==> src/rtl/br_resolver.sv <==
// Branch resolution unit: checks execute-stage outcomes against the
// fetch-stage prediction queue, pulses predictor updates, and on a
// mispredict redirects fetch and holds for a fixed squash window.
module br_resolver #(
   parameter int DEPTH     = 4,
   parameter int FLUSH_CYC = 2
) (
   input  logic                     clk,
   input  logic                     reset_n,
   input  logic                     push_i,
   input  logic [31:0]              push_pc_i,
   input  logic                     push_taken_i,
   input  logic [31:0]              push_target_i,
   output logic                     full_o,
   output logic [$clog2(DEPTH):0]   count_o,
   input  logic                     resolve_i,
   input  logic [31:0]              res_pc_i,
   input  logic                     res_taken_i,
   input  logic [31:0]              res_target_i,
   output logic                     br_sig_o,
   output logic                     miss_pred_o,
   output logic                     redirect_o,
   output logic [31:0]              redirect_pc_o,
   output logic                     err_o
);

   localparam int PW = $clog2(DEPTH);
   localparam logic [PW:0] FULL_CNT = (PW+1)'(DEPTH);
   localparam logic [3:0]  HOLD_INIT = 4'(FLUSH_CYC);

   typedef enum logic {RUN, HOLD} state_t;

   state_t          state;
   logic [3:0]      hold_cnt;
   logic [PW-1:0]   head;
   logic [PW-1:0]   tail;
   logic [PW:0]     cnt;

   logic [31:0]     pc_mem     [DEPTH];
   logic            taken_mem  [DEPTH];
   logic [31:0]     target_mem [DEPTH];

   logic [31:0]     hd_pc;
   logic            hd_taken;
   logic [31:0]     hd_target;
   logic            empty;
   logic            full;
   logic            pc_bad;
   logic            miss;
   logic            do_res;
   logic            pop;
   logic            flush;
   logic            push_ok;
   logic            err_set;
   logic [31:0]     correct_pc;

   assign full_o  = full;
   assign count_o = cnt;

   // Head compare, accept/pop/flush decisions for this cycle
   always_comb begin
      hd_pc      = pc_mem[head];
      hd_taken   = taken_mem[head];
      hd_target  = target_mem[head];
      empty      = (cnt == '0);
      full       = (cnt == FULL_CNT);
      pc_bad     = (hd_pc != res_pc_i);
      miss       = (hd_taken != res_taken_i) ||
                   (hd_taken && res_taken_i && (hd_target != res_target_i)) ||
                   pc_bad;
      correct_pc = res_taken_i ? res_target_i : (res_pc_i + 32'd4);
      do_res     = (state == RUN) && resolve_i && !empty;
      pop        = do_res && !miss;
      flush      = do_res && miss;
      // A pop in the same cycle frees a slot, so a push into a full queue is still taken.
      push_ok    = (state == RUN) && push_i && !flush && (!full || pop);
      err_set    = ((state == RUN) && resolve_i && empty) ||
                   ((state == RUN) && push_i && full && !pop && !flush) ||
                   (flush && pc_bad);
   end

   // Prediction record storage (data only, no reset needed)
   always_ff @(posedge clk) begin
      if (push_ok) begin
         pc_mem[tail]     <= push_pc_i;
         taken_mem[tail]  <= push_taken_i;
         target_mem[tail] <= push_target_i;
      end
   end

   // Control FSM, queue pointers and registered outputs
   always_ff @(posedge clk) begin
      if (!reset_n) begin
         state         <= RUN;
         hold_cnt      <= '0;
         head          <= '0;
         tail          <= '0;
         cnt           <= '0;
         br_sig_o      <= 1'b0;
         miss_pred_o   <= 1'b0;
         redirect_o    <= 1'b0;
         redirect_pc_o <= '0;
         err_o         <= 1'b0;
      end else begin
         br_sig_o    <= do_res;
         miss_pred_o <= flush;
         redirect_o  <= flush;
         if (err_set)
            err_o <= 1'b1;
         case (state)
            RUN: begin
               if (flush) begin
                  redirect_pc_o <= correct_pc;
                  head          <= tail;
                  cnt           <= '0;
                  hold_cnt      <= HOLD_INIT;
                  state         <= HOLD;
               end else begin
                  if (pop)
                     head <= head + 1'b1;
                  if (push_ok)
                     tail <= tail + 1'b1;
                  if (push_ok && !pop)
                     cnt <= cnt + 1'b1;
                  else if (pop && !push_ok)
                     cnt <= cnt - 1'b1;
               end
            end
            HOLD: begin
               if (hold_cnt <= 4'd1)
                  state <= RUN;
               else
                  hold_cnt <= hold_cnt - 1'b1;
            end
            default: state <= RUN;
         endcase
      end
   end

endmodule

==> config.mk <==
export PLATFORM = sky130hd
export DESIGN_NAME = br_resolver
export DESIGN_NICKNAME = d
export VERILOG_FILES = /design/src/rtl/br_resolver.sv
export SDC_FILE = /design/constraint.sdc
export NUM_CORES = 1
export LEC_CHECK = 0
export CELL_PAD_IN_SITES_DETAIL_PLACEMENT = 1
export CELL_PAD_IN_SITES_GLOBAL_PLACEMENT = 1
export CORE_UTILIZATION = 45
export DETAILED_ROUTE_END_ITERATION = 16
export PLACE_DENSITY_LB_ADDON = 0.1
export RECOVER_POWER = 25
export SLEW_MARGIN = 20
export SYNTH_ARGS = -nofsm -noshare
export SYNTH_HDL_FRONTEND = slang
export SYNTH_SLANG_ARGS = --single-unit
==> constraint.sdc <==
create_clock -name clk -period 6.55 [get_ports clk]
set_clock_uncertainty 0.15 [all_clocks]
set_input_delay 0.655 -clock clk [delete_from_list [all_inputs] [get_ports clk]]
set_output_delay 0.655 -clock clk [all_outputs]
set_load 0.005 [all_outputs]
==> flow_metrics.tcl <==
set metrics [dict create \
    status "complete, no violations" \
    syn_area_um2 13000 \
    drc_errors 0 \
    rows 61 \
    crit_path_start_kind "flop" \
    clk_pin_slew_ps 60 \
    num_vias 7543 \
    cts_tree "yes" \
    synth.top_cell.area_share 0.600 \
    grt_overflow 0 \
    numCtsBuffers 31 \
    fin_util 0.570 \
    synth_top_cells_by_area "edfxtp_1 (60%), mux4_2 (10%), dfxtp_1 (7.5%), xnor2_1 (5.0%), mux2i_1 (2.6%)" \
    synth_common_cells "edfxtp_1 (260), xnor2_1 (75), mux4_2 (60)" \
    clock_path_buffers 3 \
    min_from "redirect_pc_o[3]" \
    die_area_um2 29600 \
    post_cts_resized 0 \
    yosys.area_share.xor_xnor 0.0626 \
    grt_max_degree 66 \
    dr.first_iter.drc_count 582 \
    synthArstFlopShare 0 \
    r2r-end "pc_mem[2][16]" \
    worstSetupPathType "reg2reg" \
    synth_compound_area_frac 0.0244 \
    synth_fp_nets 917 \
    yosysMostFrequentCell "edfxtp_1" \
    r2r_slack_ps 1290 \
    setup_violations 0 \
    synth_top_family_by_area "multiplexers" \
    postCtsSetupRepairBufs 0 \
    finalNonFillerCells 1356 \
    drt-pass1-iter-count 5 \
    worstRegToRegCells 10 \
    yosysTopAreaCell "edfxtp_1" \
    top_layer "met4" \
    tightestPinTransition_ps 1050 \
    dr_wl_met2_um 16900 \
    whs_ps 354 \
    seq_area_frac_synth 0.676 \
    wl_um 33900 \
    rsz0062_at_grt "no" \
    hold_violations 0 \
    die_w_um 172 \
    slew_viol_final 0 \
    hpwlAfterDp_um 23500 \
    synth.area.mux_share 0.143 \
    grt_pass1_wl_um 49500 \
    core_area_um2 28100 \
    ir_drop_v 0.000214 \
    fin_crit_sh 0.803 \
    required_ps 6610 \
    wl_per_cell_um 25.0 \
    period_minus_slack_ps 5260 \
    grt_pass1_vias 8001 \
    h-tree-depth 1 \
    slew-limit-headroom 0.303 \
    numClockSinks 309 \
    ys.flop_type "edfxtp_1" \
    ys_ff_latch 309 \
    arrival_ps 5320 \
    syn_avg_cell_area_um2 16.8 \
    root_buffer "clkbuf_16" \
    max-cap-violations 0 \
    hold_path_end "redirect_pc_o[3]" \
    crit_fanout 27 \
    tns_ps 0 \
    synth_edf_count 260 \
    initial_utilization 0.463 \
    via_per_inst 5.56 \
    cp-end-kind "flop" \
    antenna_found_initial 0 \
    area.growth.synth_to_final_pct 23.2 \
    hold_buffers 0 \
    insertedDiodeCount 0 \
    drive_gt1_frac 0.126 \
    io_buffers 173 \
    drtAntennaViolNets 0 \
    wl_met3_um 1570 \
    ioPinCount 174 \
    synth-adder-area-share 0.00923 \
    synth.distinct_cells 51 \
    track_usage 0.233 \
    synthesis.instances 774 \
    place_inst 1302 \
    layout.nets 1100 \
    synth_simple_gate_area_frac 0.0626 \
    worstHoldPathCells 2 \
    fp.dieH_um 172 \
    yosys_warnings 0 \
    worstSkewPairLatency_ps 560 \
    leakage_nw 5.26 \
    hold_path_class "reg2reg" \
    pwr_density_cell_nw_per_um2 345 \
    wl_met1_um 14700 \
    max_freq_ghz 0.190 \
    routabilityCongestion 0.739 \
]
==> area by class of cell <==
type | instances | area, um^2
inverters | 10 | 37.5
flip-flops and latches | 309 | 8800
clock buffers | 44 | 865
well taps | 378 | 473
repair buffers | 183 | 1810
clock inverters | 10 | 67.6
fillers | 2632 | 12100
multi-input cells | 422 | 3970
==> kinds of logic (layout without fill, tap and decap cells) <==
logic type	count (synthesis)	count (layout)
flops	309	309
simple gates	165	165
mux	102	102
xor+xnor	93	93
compound gates	53	53
buf+inv	43	247
fa+ha+maj	9	9
==> through the flow <==
| stage | setup slack (ps) | cell area, um^2 | power [W] |
|---|---|---|---|
| 3_3_place_gp | 1300 | 15100 | 0.00387 |
| 5_1_grt | 959 | 16000 | 0.00575 |
| 3_5_place_dp | 1050 | 15100 | 0.00393 |
| 2_1_floorplan | 575 | 13000 | 0.00345 |
| 4_1_cts | 1020 | 16000 | 0.00559 |
| 6_report | 1290 | 16000 | 0.00552 |
==> flip-flops by register name, summed over array words and instances, names as in the netlist, 2 cells and up, named ones only <==
name and cells:
tail 2, hold_cnt 4, target_mem 128, count_o 3, head 2, taken_mem 4
pc_mem 128, redirect_pc_o 32
==> worst max-delay path by stage <==
stage	from	end	slack, ps	depth (start not counted)
after CTS	flop	target_mem[2][17]	1020	10
after global placement	flop	pc_mem[2][16]	1300	10
after detailed placement	flop	pc_mem[2][1]	1050	10
final	flop	pc_mem[2][16]	1290	10
after global routing	flop	pc_mem[2][16]	960	10
after floorplan	flop	pc_mem[0][0]	580	11
==> cell usage in the layout, fill, tap and decap left out, types with 3 or more instances in the layout <==
master and instances:
xnor2_1 75, nand2b_1 3, mux4_1 5, dfxtp_1 47, a31oi_1 3, clkbuf_1 9, nand3_1 10, clkinv_1 6
o21ai_0 32, clkbuf_8 4, clkinv_2 3, edfxtp_1 260, clkdlybuf4s50_1 130, mux2_2 3, a21oi_1 4, dlygate4sd3_1 42
mux4_2 60, inv_1 10, nor4_1 8, nor2_1 42, nand2_1 48, nand4_1 23, xor2_1 18, nor2b_4 4
nor2b_1 3, nor3_1 5, mux2i_1 34, ha_1 8, buf_4 9, and4_1 3, clkbuf_16 31, and3_1 6
==> layer usage <==
layer | vias up | global-route usage
met5 | - | 0
met4 | 0 | 0.0546
met3 | 49 | 0.0298
met2 | 231 | 0.399
met1 | 3902 | 0.318
li1 | 3361 | -
==> worst max-delay path, stage by stage, from the launching register on <==
cell and delay (ps):
dfxtp_4 500, buf_4 400, mux4_2 590, xnor2_1 170, nand4_1 250, nor4_1 590, a21boi_1 300, nor3_4 440
a31oi_2 370, nor2b_4 610, buf_4 480
==> power breakdown <==
group	internal [W]	total [W]	switching (W)
Clock	0.000944	0.00165	0.000709
Sequential	0.00248	0.00260	0.000119
Combinational	0.000613	0.00127	0.000657
Total	0.00404	0.00552	0.00149
(Power assumes the default switching activity.)
